### src/rtl/trng_pkg.sv
// ---------------------------------------------------------------------------
// trng_pkg
// Shared widths and reset values for the TRNG collector slice.
//   WORD_BITS    : width of an output word
//   WIN_CNT_W    : width of the sampling-window counter
//   RUN_LEN_W    : width of the repetition-count run length
//   BIT_CNT_W    : width of the bits-in-word counter (must hold WORD_BITS)
//   *_RST        : reset values of the corresponding registers
// ---------------------------------------------------------------------------
package trng_pkg;

  localparam int WORD_BITS = 32;
  localparam int WIN_CNT_W = 16;
  localparam int RUN_LEN_W = 8;
  localparam int BIT_CNT_W = 6;

  localparam logic [WORD_BITS-1:0] DATA_RST     = '0;
  localparam logic [WIN_CNT_W-1:0] WIN_CNT_RST  = '0;
  localparam logic [RUN_LEN_W-1:0] RUN_LEN_RST  = '0;
  localparam logic [BIT_CNT_W-1:0] BIT_CNT_RST  = '0;
  localparam logic [BIT_CNT_W-1:0] BIT_CNT_FULL = BIT_CNT_W'(WORD_BITS);

endpackage

### src/rtl/trng_rct.sv
// ---------------------------------------------------------------------------
// trng_rct
// Repetition count health test on the sampled window-bit stream.
//   clk, reset_n : clock, synchronous active-low reset
//   bit_valid    : a new window bit is present this cycle
//   bit_in       : the window bit ("bit" is a reserved word)
//   clear        : restart the run count
//   fail         : this bit brings the run length up to RCT_CUTOFF
//   run_len      : current run length (0 = no bit seen since reset/clear)
// ---------------------------------------------------------------------------
module trng_rct
  import trng_pkg::*;
#(
  parameter int RCT_CUTOFF = 32
) (
  input  logic                 clk,
  input  logic                 reset_n,
  input  logic                 bit_valid,
  input  logic                 bit_in,
  input  logic                 clear,
  output logic                 fail,
  output logic [RUN_LEN_W-1:0] run_len
);

  localparam logic [RUN_LEN_W-1:0] CUTOFF = RUN_LEN_W'(RCT_CUTOFF);

  logic [RUN_LEN_W-1:0] runLen_q, runLen_d, runNext;
  logic                 prevBit_q, prevBit_d;

  // Run length including the incoming bit. A zero run length means no
  // previous bit exists yet, so the incoming bit always starts a new run.
  always_comb begin
    if (runLen_q == RUN_LEN_RST || bit_in != prevBit_q) begin
      runNext = RUN_LEN_W'(1);
    end else if (runLen_q >= CUTOFF) begin
      runNext = CUTOFF;
    end else begin
      runNext = runLen_q + RUN_LEN_W'(1);
    end
  end

  assign fail = bit_valid && (runNext == CUTOFF);

  // A failure in the same cycle as a clear keeps the saturated count so the
  // failing run is not silently forgotten.
  always_comb begin
    runLen_d  = runLen_q;
    prevBit_d = prevBit_q;
    if (bit_valid) begin
      runLen_d  = runNext;
      prevBit_d = bit_in;
    end
    if (clear && !fail) begin
      runLen_d = RUN_LEN_RST;
    end
  end

  always_ff @(posedge clk) begin
    if (!reset_n) begin
      runLen_q  <= RUN_LEN_RST;
      prevBit_q <= 1'b0;
    end else begin
      runLen_q  <= runLen_d;
      prevBit_q <= prevBit_d;
    end
  end

  assign run_len = runLen_q;

endmodule

### src/rtl/trng_collector.sv
// ---------------------------------------------------------------------------
// trng_collector
// Consumer end of the ring-oscillator entropy sources: mixes NUM_SRC raw bits,
// folds SAMPLE_CYCLES cycles into one window bit, health-tests the window
// bits and packs them MSB-first into 32-bit words behind valid/ready.
//   clk, reset_n : clock, synchronous active-low reset
//   enable       : collection enable; low clears all partial collection state
//   entropy      : raw oscillator bits, already registered in clk domain
//   data         : current output word
//   data_valid   : data holds an unconsumed word
//   data_ready   : consumer accepts the word when data_valid is high
//   rct_error    : sticky repetition-count failure
//   clear_error  : single-cycle pulse clearing rct_error
// Optional feature macro: TRNG_VN_DEBIAS_EN (von Neumann debiasing of window
// bit pairs before they enter the shift register).
// ---------------------------------------------------------------------------
module trng_collector
  import trng_pkg::*;
#(
  parameter int NUM_SRC       = 16,
  parameter int SAMPLE_CYCLES = 16,
  parameter int RCT_CUTOFF    = 32
) (
  input  logic                 clk,
  input  logic                 reset_n,
  input  logic                 enable,
  input  logic [NUM_SRC-1:0]   entropy,
  output logic [WORD_BITS-1:0] data,
  output logic                 data_valid,
  input  logic                 data_ready,
  output logic                 rct_error,
  input  logic                 clear_error
);

  localparam logic [WIN_CNT_W-1:0] WIN_LAST = WIN_CNT_W'(SAMPLE_CYCLES - 1);

  logic [NUM_SRC-1:0]   entropy_q;
  logic                 mixBit;
  logic [WIN_CNT_W-1:0] winCnt_q, winCnt_d;
  logic                 acc_q, acc_d;
  logic                 winValid, winBit;
  logic                 rctBitValid, rctFail;
  logic [RUN_LEN_W-1:0] runLen_unused;
  logic                 shBitValid, shBit;
  logic [WORD_BITS-1:0] shreg_q, shreg_d;
  logic [WORD_BITS-1:0] data_q, data_d;
  logic [BIT_CNT_W-1:0] bitCnt_q, bitCnt_d;
  logic                 dataValid_q, dataValid_d;
  logic                 rctError_q, rctError_d;
  logic                 transfer;

  assign mixBit = ^entropy_q;

  // Window folding: the last cycle of a window folds mixBit straight into
  // the emitted bit rather than waiting a cycle for the accumulator.
  always_comb begin
    winCnt_d = winCnt_q;
    acc_d    = acc_q;
    winValid = 1'b0;
    winBit   = acc_q ^ mixBit;
    if (!enable) begin
      winCnt_d = WIN_CNT_RST;
      acc_d    = 1'b0;
    end else if (winCnt_q == WIN_LAST) begin
      winValid = 1'b1;
      winCnt_d = WIN_CNT_RST;
      acc_d    = 1'b0;
    end else begin
      winCnt_d = winCnt_q + WIN_CNT_W'(1);
      acc_d    = acc_q ^ mixBit;
    end
  end

  // Window bits are ignored entirely while a health failure is pending.
  assign rctBitValid = winValid && !rctError_q;

  trng_rct #(
    .RCT_CUTOFF (RCT_CUTOFF)
  ) u_rct (
    .clk       (clk),
    .reset_n   (reset_n),
    .bit_valid (rctBitValid),
    .bit_in    (winBit),
    .clear     (clear_error),
    .fail      (rctFail),
    .run_len   (runLen_unused)
  );

`ifdef TRNG_VN_DEBIAS_EN
  localparam logic PAIR_FIRST  = 1'b0;
  localparam logic PAIR_SECOND = 1'b1;

  logic pairPhase_q, pairPhase_d;
  logic firstBit_q, firstBit_d;

  // Von Neumann pairing: 10 emits 1, 01 emits 0, equal pairs emit nothing.
  // The pair phase is not restarted by a word transfer, otherwise pairs
  // would be split depending on consumer timing.
  always_comb begin
    pairPhase_d = pairPhase_q;
    firstBit_d  = firstBit_q;
    shBitValid  = 1'b0;
    shBit       = firstBit_q;
    if (!enable || rctFail || clear_error) begin
      pairPhase_d = PAIR_FIRST;
    end else if (rctBitValid) begin
      if (pairPhase_q == PAIR_FIRST) begin
        firstBit_d  = winBit;
        pairPhase_d = PAIR_SECOND;
      end else begin
        shBitValid  = (firstBit_q != winBit);
        pairPhase_d = PAIR_FIRST;
      end
    end
  end

  always_ff @(posedge clk) begin
    if (!reset_n) begin
      pairPhase_q <= PAIR_FIRST;
      firstBit_q  <= 1'b0;
    end else begin
      pairPhase_q <= pairPhase_d;
      firstBit_q  <= firstBit_d;
    end
  end
`else
  assign shBitValid = rctBitValid;
  assign shBit      = winBit;
`endif

  assign transfer = (bitCnt_q == BIT_CNT_FULL) && (!dataValid_q || data_ready);

  // Word assembly and handshake. A transfer captures the pre-shift register
  // so a bit arriving in the same cycle becomes bit 1 of the next word. When
  // the buffer is full and blocked, bits keep shifting so the next word is
  // always the most recent 32 bits. A health failure overrides everything.
  always_comb begin
    shreg_d     = shreg_q;
    bitCnt_d    = bitCnt_q;
    data_d      = data_q;
    dataValid_d = dataValid_q;
    rctError_d  = rctError_q;
    if (dataValid_q && data_ready) begin
      dataValid_d = 1'b0;
    end
    if (!enable) begin
      shreg_d  = DATA_RST;
      bitCnt_d = BIT_CNT_RST;
    end else begin
      if (shBitValid) begin
        shreg_d = {shreg_q[WORD_BITS-2:0], shBit};
      end
      if (transfer) begin
        data_d      = shreg_q;
        dataValid_d = 1'b1;
        bitCnt_d    = {{(BIT_CNT_W-1){1'b0}}, shBitValid};
      end else if (shBitValid && bitCnt_q != BIT_CNT_FULL) begin
        bitCnt_d = bitCnt_q + BIT_CNT_W'(1);
      end
    end
    if (clear_error) begin
      rctError_d = 1'b0;
      bitCnt_d   = BIT_CNT_RST;
    end
    if (rctFail) begin
      rctError_d  = 1'b1;
      dataValid_d = 1'b0;
      data_d      = data_q;
      bitCnt_d    = BIT_CNT_RST;
    end
  end

  always_ff @(posedge clk) begin
    if (!reset_n) begin
      entropy_q   <= '0;
      winCnt_q    <= WIN_CNT_RST;
      acc_q       <= 1'b0;
      shreg_q     <= DATA_RST;
      bitCnt_q    <= BIT_CNT_RST;
      data_q      <= DATA_RST;
      dataValid_q <= 1'b0;
      rctError_q  <= 1'b0;
    end else begin
      entropy_q   <= entropy;
      winCnt_q    <= winCnt_d;
      acc_q       <= acc_d;
      shreg_q     <= shreg_d;
      bitCnt_q    <= bitCnt_d;
      data_q      <= data_d;
      dataValid_q <= dataValid_d;
      rctError_q  <= rctError_d;
    end
  end

  assign data       = data_q;
  assign data_valid = dataValid_q;
  assign rct_error  = rctError_q;

endmodule

### config.mk
export PLATFORM = sky130hd
export DESIGN_NAME = trng_collector
export DESIGN_NICKNAME = d
export VERILOG_FILES = /design/src/rtl/trng_pkg.sv /design/src/rtl/trng_rct.sv /design/src/rtl/trng_collector.sv
export SDC_FILE = /design/constraint.sdc
export NUM_CORES = 1
export LEC_CHECK = 0
export ABC_AREA = 1
export BUFFER_PORTS_ARGS = -buffer_cell sky130_fd_sc_hd__buf_4
export CORE_MARGIN = 2
export CORE_UTILIZATION = 45
export CTS_CLUSTER_SIZE = 16
export DETAILED_ROUTE_END_ITERATION = 8
export GPL_TIMING_DRIVEN = 0
export PLACE_DENSITY = 0.75
export SLEW_MARGIN = 10
export SYNTH_ARGS = -nofsm -noshare
export SYNTH_HDL_FRONTEND = slang
export SYNTH_HIERARCHICAL = 1
export SYNTH_SLANG_ARGS = --single-unit
### constraint.sdc
create_clock -name clk -period 2.4 [get_ports clk]
set_clock_uncertainty 0.05 [all_clocks]
set_input_delay 0.36 -clock clk [delete_from_list [all_inputs] [get_ports clk]]
set_output_delay 0.36 -clock clk [all_outputs]
set_load 0.01 [all_outputs]
==> results of run 1 <==
synthesized netlist by cell type (all sizes together):
master | n | area (µm²)
inv | 71 | 267
nand2 | 179 | 697
nor2 | 106 | 425
nand4 | 13 | 87.6
nor3b | 4 | 30.0
or2 | 1 | 6.26
clkbuf | 11 | 41.3
o21ai | 43 | 219
ha | 5 | 62.6
buf | 11 | 72.6
a21oi | 46 | 230
dfxtp | 114 | 2280
a211oi | 1 | 7.51
nand3 | 17 | 90.1
nor3 | 13 | 92.6
nor4 | 3 | 18.8
xor2 | 12 | 105
xnor2 | 7 | 61.3
tightest hold or removal path: cells and delay by family:
family                 cells  cell delay (ns)
buffers and inverters      3             0.21
and+or+nand+nor            1             0.07
cells in the final DEF (no fill, tap or decap), types with 4 or more instances in the layout:
cell type        n
nand2_1        162
dfxtp_1        100
nor2_1          87
buf_4           66
inv_1           57
a21oi_1         46
o21ai_0         40
nor2_2          16
nand2_2         16
clkbuf_16       16
dlygate4sd3_1   16
dfxtp_2         13
nand4_1         12
inv_2           12
nand3_1         12
clkbuf_1        12
nor3_1          10
xor2_1           9
buf_6            6
nand3_2          5
ha_1             5
clkinv_4         5
xnor2_1          4
inv_6            4
nor3b_1          4
metal layers:
| layer | track usage, % | vias to the layer above | part of all wire [%] |
|---|---|---|---|
| met5 | 0 | - | 0 |
| met2 | 35.4 | 103 | 51 |
| li1 | - | 2267 | - |
| met1 | 23.0 | 2045 | 44 |
| met4 | 6.40 | 0 | 1.5 |
| met3 | 4.86 | 20 | 3.8 |
layout make-up:
class                      count  area, µm²
multi-input combinational    450       2260
timing repair buffer          80        652
sequential                   114       2300
clock buffer                  19        432
inverter                      71        274
fill                         846       3960
tap                          136        170
buffer                        22        148
clock inverter                13        128
power by group:
part / switching (mW) / internal, mW / leakage [nW]
Combinational: 0.131 / 0.105 / 1.63
Sequential: 0.0186 / 1.91 / 0.927
Clock: 0.919 / 1.41 / 0.265
repair_timing:
item,CTS,global route
hold endpoints to repair,16,0
resized for setup,34,39
hold buffers,16,0
pin swaps,7,6
setup endpoints to repair,38,38
gates cloned,2,0
buffers inserted,6,2
worst paths after layout:
path                 startpoint                to  slack [ns]  depth (start not counted)
setup / recovery  entropy_q[12]          data[11]       -0.03                         25
hold / removal      clear_error  u_rct/run_len[6]        0.13                          4
setup reg to reg  entropy_q[12]          data[11]       -0.03                         25
hold reg to reg     winCnt_q[0]       winCnt_q[0]        0.41                          1
flip-flops by register name, summed over array words and instances (netlist names):
signal and count:
shreg_q 32, entropy_q 16, u_rct/prevBit_q 1, bitCnt_q 6, acc_q 1, data_valid 1
rct_error 1, data 32, winCnt_q 16, u_rct/run_len 8
cell families after synthesis:
| logic type | Yosys count | synth area share, % |
|---|---|---|
| adder cells (fa/ha/maj) | 5 | 1.30 |
| AND/OR/NAND/NOR | 336 | 30.2 |
| flip-flops | 114 | 47.6 |
| buffers and inverters | 93 | 7.93 |
| AO/OA/AOI/OAI | 90 | 9.52 |
| XOR/XNOR | 19 | 3.47 |
==> flow_metrics.tcl, run 1 <==
set metrics [dict create \
    outcome "finished with violations" \
    failed_checks "negative setup slack" \
    rows 37 \
    crit_family "simple AND/OR/NAND/NOR gates" \
    die_h_um 107 \
    place_area_mm2 0.00537 \
    cts_tree "built" \
    max-vdd-ir-drop_mv 0.442 \
    syn_area_mm2 0.00480 \
    cts.sinks 114 \
    syn_inst 657 \
    holdCritPathClass "input pin to flop" \
    die_area_mm2 0.0115 \
    hold_violations 0 \
    leakage_nw 2.82 \
    clk_path_buf_depth 2 \
    place_hpwl_mm 7.43 \
    synthToLayoutAreaGrowth_pct 32.6 \
    worstPathMaxFanout 10 \
    fin_ws_ns -0.0311 \
    io_buffer_count 54 \
    clk_pin_slew_ns 0.06 \
    utilization_pct 61.6 \
    setup_violations 28 \
    firstDrtPassIters 4 \
    core_area_mm2 0.0103 \
    cp_num_buf_inv 8 \
    cp-end-kind "flop" \
    critPathKind "flop to flop" \
    antenna_found_initial 0 \
    grt_usage_pct 19.8 \
    cp_data_arrival_time_ns 2.79 \
    grt_setup_unrepaired "yes" \
    total_power_mw 4.50 \
    nets 782 \
    required_ns 2.76 \
    grt_start_max_net_pins 17 \
    slew_headroom_pct 67.5 \
    route.vias.total 4435 \
    htreeDepth 4 \
    tightestPinTransition_ns 0.487 \
    powerDensity_mw_per_mm2 707 \
    place_congestion 0.879 \
    min_period_ns 2.43 \
    yosysUniqueCellTypes 31 \
    numCtsBuffers 17 \
    timing.fmax_mhz 411 \
    cp_common_cell "nand2_2" \
    antenna-diode-count 0 \
    drive_above_1_share_pct 24.3 \
    clock_latency_ns 0.51 \
    ant_nets 0 \
    tns_ns -0.358 \
    worst_hold_slack_ns 0.129 \
    die_w_um 107 \
    routed_wl_mm 11.1 \
    drc_errors 0 \
    slowest_delay_ns 0.35 \
    ys_ff_latch 114 \
    start_util_pct 46.5 \
    final_cell_area_mm2 0.00636 \
    synth_seq_area_share_pct 47.6 \
    syn_avg_cell_area_um2 7.30 \
    ioPinCount 55 \
    yosysWarnings 6 \
    grt_pass1_wl_mm 18.4 \
    drt-initial-drc-count 215 \
    cpMaxStageDelayCell "dfxtp_2" \
    gr-total-overflow 0 \
    grt_pass1_vias 4267 \
    finalCritPeriodShare_pct 101 \
    place_ws_ns -0.379 \
    stdcell_count 905 \
    worstSetupStartpointType "flop" \
    viasPerCell 4.90 \
    syn_nets 683 \
    place_inst 847 \
    timing.max_cap.violations 0 \
    cts-root-buf "clkbuf_8" \
    wl_per_cell_um 12.3 \
    final_max_slew_viol_count 0 \
]
Power figures use the tool's default switching activity.
==> run 2: changes to the inputs <==
- SKIP_CTS_REPAIR_TIMING: not set -> 1
- clock period: 2.4 -> 2.1 ns (I/O delays scaled with it)
==> run 2 against run 1 <==
Effect of this change: via count increased by 2.3%; setup slack got worse by 0.41 ns; cell count grew 0.22%; clock power up 17%; sequential cell count did not move; die area did not move; worst hold slack got worse by 0.036 ns; the flow still finishes with violations (negative setup slack); total power rose by 16%; global-route usage decreased by 0.21 points; non-clock buffer count increased by 2; register-to-register slack worse by 0.41 ns; combinational power grew 23%.
==> flow_metrics.tcl, run 2 (synthesis gave the netlist of run 1 again) <==
set metrics [dict create \
    leakage_nw 2.84 \
    die_area_mm2 0.0115 \
    grt_pass1_wl_mm 18.3 \
    firstDrtPassIters 4 \
    grt_usage_pct 19.6 \
    antenna-diode-count 0 \
    clk_pin_slew_ns 0.06 \
    r2r_slack_ns -0.44 \
    cts_tree "built" \
    ioPinCount 55 \
    drc_errors 0 \
    fin_ws_ns -0.437 \
    route.vias.total 4539 \
    slew_headroom_pct 67.2 \
    hold_violations 0 \
    numCtsBuffers 17 \
    timing.max_cap.violations 0 \
    critPathKind "flop to flop" \
    cts.sinks 114 \
    drt-initial-drc-count 192 \
    grt_setup_unrepaired "yes" \
    clk_path_buf_depth 2 \
    failed_checks "negative setup slack" \
    ant_nets 0 \
    htreeDepth 4 \
    cts-root-buf "clkbuf_8" \
    cp-end-kind "flop" \
    final_cell_area_mm2 0.00653 \
    synthToLayoutAreaGrowth_pct 36.2 \
    timing.fmax_mhz 394 \
    routed_wl_mm 11.6 \
    wl_per_cell_um 12.8 \
    place_inst 847 \
    place_congestion 0.854 \
    min_period_ns 2.54 \
    place_hpwl_mm 7.29 \
    tightestPinTransition_ns 0.491 \
    layout_common_cells "155 x nand2_1, 99 x dfxtp_1, 67 x nor2_1" \
    powerDensity_mw_per_mm2 798 \
    setup_violations 39 \
    final_max_slew_viol_count 0 \
    worstSetupStartpointType "flop" \
    stdcell_count 907 \
    io_buffer_count 54 \
    clock_latency_ns 0.51 \
    outcome "finished with violations" \
    start_util_pct 46.5 \
    grt_start_max_net_pins 17 \
    max-vdd-ir-drop_mv 0.533 \
    core_area_mm2 0.0103 \
    worstPathMaxFanout 8 \
    die_h_um 107 \
    viasPerCell 5.00 \
    finalCritPeriodShare_pct 121 \
    cp_data_arrival_time_ns 2.90 \
    gr-total-overflow 0 \
    antenna_found_initial 0 \
    utilization_pct 63.3 \
    holdCritPathClass "input pin to flop" \
    place_area_mm2 0.00541 \
    nets 784 \
    drive_above_1_share_pct 29.6 \
    final_common_cell "nand2_1" \
    rows 37 \
    required_ns 2.46 \
    die_w_um 107 \
    grt_pass1_vias 4186 \
]
-- run 2: worst max-delay path, cell delays in order, from the launching register on --
cell and delay [ns]:
dfxtp_2 0.35, xnor2_2 0.19, nand2_1 0.09, nand2_1 0.08
nand2_1 0.06, nand2_2 0.09, inv_1 0.04, nand2_1 0.07
nand2_2 0.07, inv_2 0.06, nand2_1 0.06, nand2_2 0.10
nand3_2 0.11, inv_2 0.09, o21ai_2 0.06, nand2_2 0.10
inv_4 0.06, nor3_4 0.18, buf_6 0.18, inv_8 0.06
buf_6 0.14, nor2_4 0.09, nor2_1 0.05
-- run 2: final timing paths --
kind / start / end / cells past startpoint
max: entropy_q[6] / data[11] / 22
min: clear_error / u_rct/run_len[6] / 4
max reg2reg: entropy_q[6] / data[11] / 22
min reg2reg: winCnt_q[13] / winCnt_q[13] / 2
-- run 2: layout make-up --
class                           count  area (µm²)
Fill cell                         843        3790
Multi-Input combinational cell    450        2380
Buffer                             22         160
Clock buffer                       17         414
Timing Repair Buffer               82         684
Inverter                           71         277
Sequential cell                   114        2300
Clock inverter                     15         149
Tap cell                          136         170
-- run 2: through the flow --
step	setup WS, ns	total power, mW	setup TNS [ns]	hold slack [ns]
global route	-0.634	5.39	-23.55	0.0947
CTS	-0.567	5.15	-19.42	-0.0736
finish	-0.437	5.22	-14.61	0.0932
detailed placement	-0.535	2.45	-18.36	0.410
floorplan	-0.0480	2.38	-1.22	0.363
global placement	-0.449	2.44	-14.40	0.380
-- run 2: metal layers --
layer  track usage, %  wire (µm)  up-vias
met2             34.1       6040      117
met3             4.74        455       27
met1             23.3       4910     2127
met5                0          0        -
met4             7.05        230        0
li1                 -          -     2268
-- run 2: power by group --
group | total, mW | internal (mW) | leakage, nW | switching (mW)
registers | 2.21 | 2.19 | 0.927 | 0.0220
clock network | 2.72 | 1.60 | 0.266 | 1.11
logic | 0.291 | 0.133 | 1.65 | 0.158
total | 5.22 | 3.92 | 2.84 | 1.29
==> run 3: changes to the inputs <==
- PLACE_DENSITY: 0.75 -> not set
- PLACE_DENSITY_LB_ADDON: not set -> 0.2
==> run 3 against run 2 <==
Effect of this change: highest routed layer unchanged; sequential cell count unchanged; critical path type unchanged; wire length up 0.13%; the run still ends with negative setup slack left; via count down 1.5%; sequential power about the same; sequential share of layout area down 0.40 points; critical endpoint is now data[28]; total power down 0.79%; largest cell class unchanged; count of clock-buffer cells in the layout up 1; core utilization up 0.62 points; setup slack better by 0.0086 ns.
==> flow_metrics.tcl, run 3 (synthesis gave the netlist of run 1 again) <==
set metrics [dict create \
    tightestPinTransition_ns 0.504 \
    route.vias.total 4471 \
    place_congestion 0.862 \
    seqCellArea_mm2 0.00230 \
    synthToLayoutAreaGrowth_pct 37.5 \
    fill_cells 859 \
    cpMaxStageDelayCell "dfxtp_2" \
    final_max_slew_viol_count 0 \
    cp.depth 25 \
    clk_path_buf_depth 2 \
    use_met1_pct 23.4 \
    leakage_nw 2.87 \
    r2r-start "entropy_q[10]" \
    cts-root-buf "clkbuf_8" \
    cts.sinks 114 \
    fin_ws_ns -0.428 \
    timing.fmax_mhz 396 \
    crit_start "entropy_q[10]" \
    worstSetupEndpoint "data[28]" \
    place_hpwl_mm 7.26 \
    worstSetupStartpointType "flop" \
    firstDrtPassIters 7 \
    ioPinCount 55 \
    cp-end-kind "flop" \
    final_common_cell "nand2_1" \
    hold_violations 0 \
    routed_wl_mm 11.7 \
    grt_pass1_wl_mm 18.3 \
    ant_nets 0 \
    rr_endpoint "data[28]" \
    setup_violations 44 \
    crit_family "simple AND/OR/NAND/NOR gates" \
    max-vdd-ir-drop_mv 0.382 \
    numCtsBuffers 17 \
    worstPathMaxFanout 8 \
    grt_usage_pct 19.6 \
    grt_busiest_layer "met2" \
    powerDensity_mw_per_mm2 784 \
    reg2regPathDepth 25 \
    min_period_ns 2.53 \
    timing.max_cap.violations 0 \
    cp_common_cell "nand2_2" \
    utilization_pct 63.9 \
    drive_above_1_share_pct 28.0 \
    holdCritPathClass "input pin to flop" \
    r2r_slack_ns -0.43 \
    required_ns 2.46 \
    grt_start_max_net_pins 17 \
    slew_headroom_pct 66.4 \
    start_util_pct 46.5 \
    rows 37 \
    clock_latency_ns 0.51 \
    nets 787 \
    io_buffer_count 54 \
    drt-initial-drc-count 179 \
    cp_num_buf_inv 7 \
    clk_pin_slew_ns 0.06 \
    antenna-diode-count 0 \
    place_area_mm2 0.00541 \
    wl_per_cell_um 12.8 \
    failed_checks "negative setup slack" \
    die_w_um 107 \
    core_area_mm2 0.0103 \
    multi_input_area_mm2 0.00239 \
    final_cell_area_mm2 0.00660 \
    viasPerCell 4.91 \
    die_h_um 107 \
    outcome "finished with violations" \
    antenna_found_initial 0 \
    htreeDepth 4 \
    stdcell_count 910 \
    grtUsageMet3_pct 4.56 \
    gr-total-overflow 0 \
    grt_pass1_vias 4174 \
    cts_tree "built" \
    slowest_delay_ns 0.36 \
    layout_common_cells "159 x nand2_1, 102 x dfxtp_1, 76 x nor2_1" \
    finalCritPeriodShare_pct 120 \
    die_area_mm2 0.0115 \
    place_inst 847 \
    grt_setup_unrepaired "yes" \
    hold_path_depth 3 \
    cp_data_arrival_time_ns 2.89 \
    drc_errors 0 \
    use_met2_pct 34.0 \
    critPathKind "flop to flop" \
]
==> run 3: cell count changes in the layout (fill, tap and decap cells not counted), moves of 4 or more <==
cell and delta:
nor2_4 +6, nor2_1 +9, nand2_2 -5, o21ai_2 +4
o21ai_1 +5, nor2_2 -15, nand2_1 +4, clkinv_4 +4
o21ai_0 -9, buf_6 +4
==> run 3: metal layers <==
layer	wire (µm)	part of all wire, %	vias to the layer above
met4	221	1.9	0
met1	4970	43	2090
met2	6050	52	83
met3	421	3.6	20
met5	0	0	-
li1	-	-	2278
==> run 3: cell type report <==
| class | count | share of cell area (%) |
|---|---|---|
| multi-input cells | 450 | 36.2 |
| flip-flops and latches | 114 | 34.8 |
| repair buffers | 85 | 11.2 |
| clock buffers | 18 | 6.49 |
| inverters | 71 | 4.19 |
| well taps | 136 | 2.58 |
| plain buffers | 22 | 2.48 |
| clock inverters | 14 | 1.97 |
==> run 3: worst min-delay path by stage <==
stage                           start               to  slack, ns
after global placement    winCnt_q[0]      winCnt_q[0]       0.38
after floorplan           entropy[10]    entropy_q[10]       0.36
after global routing          reset_n  u_rct/prevBit_q       0.10
after detailed placement  winCnt_q[0]      winCnt_q[0]       0.39
final                         reset_n  u_rct/prevBit_q        0.1
after CTS                  entropy[2]     entropy_q[2]      -0.08
==> run 3: metrics by stage <==
stage               hold WS [ns]  total power, mW  worst slack (ns)  setup TNS [ns]
CTS                      -0.0792             5.13            -0.601          -18.46
floorplan                  0.363             2.38           -0.0480           -1.22
detailed placement         0.388             2.46            -0.551          -17.45
global placement           0.381             2.45            -0.521          -15.97
finish                    0.0984             5.17            -0.428          -15.74
global route               0.101             5.34            -0.648          -26.04
==> run 3: power breakdown <==
group | internal (mW) | total, mW | switching, mW
Clock | 1.61 | 2.68 | 1.07
Combinational | 0.124 | 0.282 | 0.157
Sequential | 2.19 | 2.21 | 0.0217
Total | 3.92 | 5.17 | 1.25
==> run 3: worst min-delay path, cell delays in order <==
cell and delay, ns:
buf_4 0.16, o21ai_0 0.09, a21oi_1 0.04
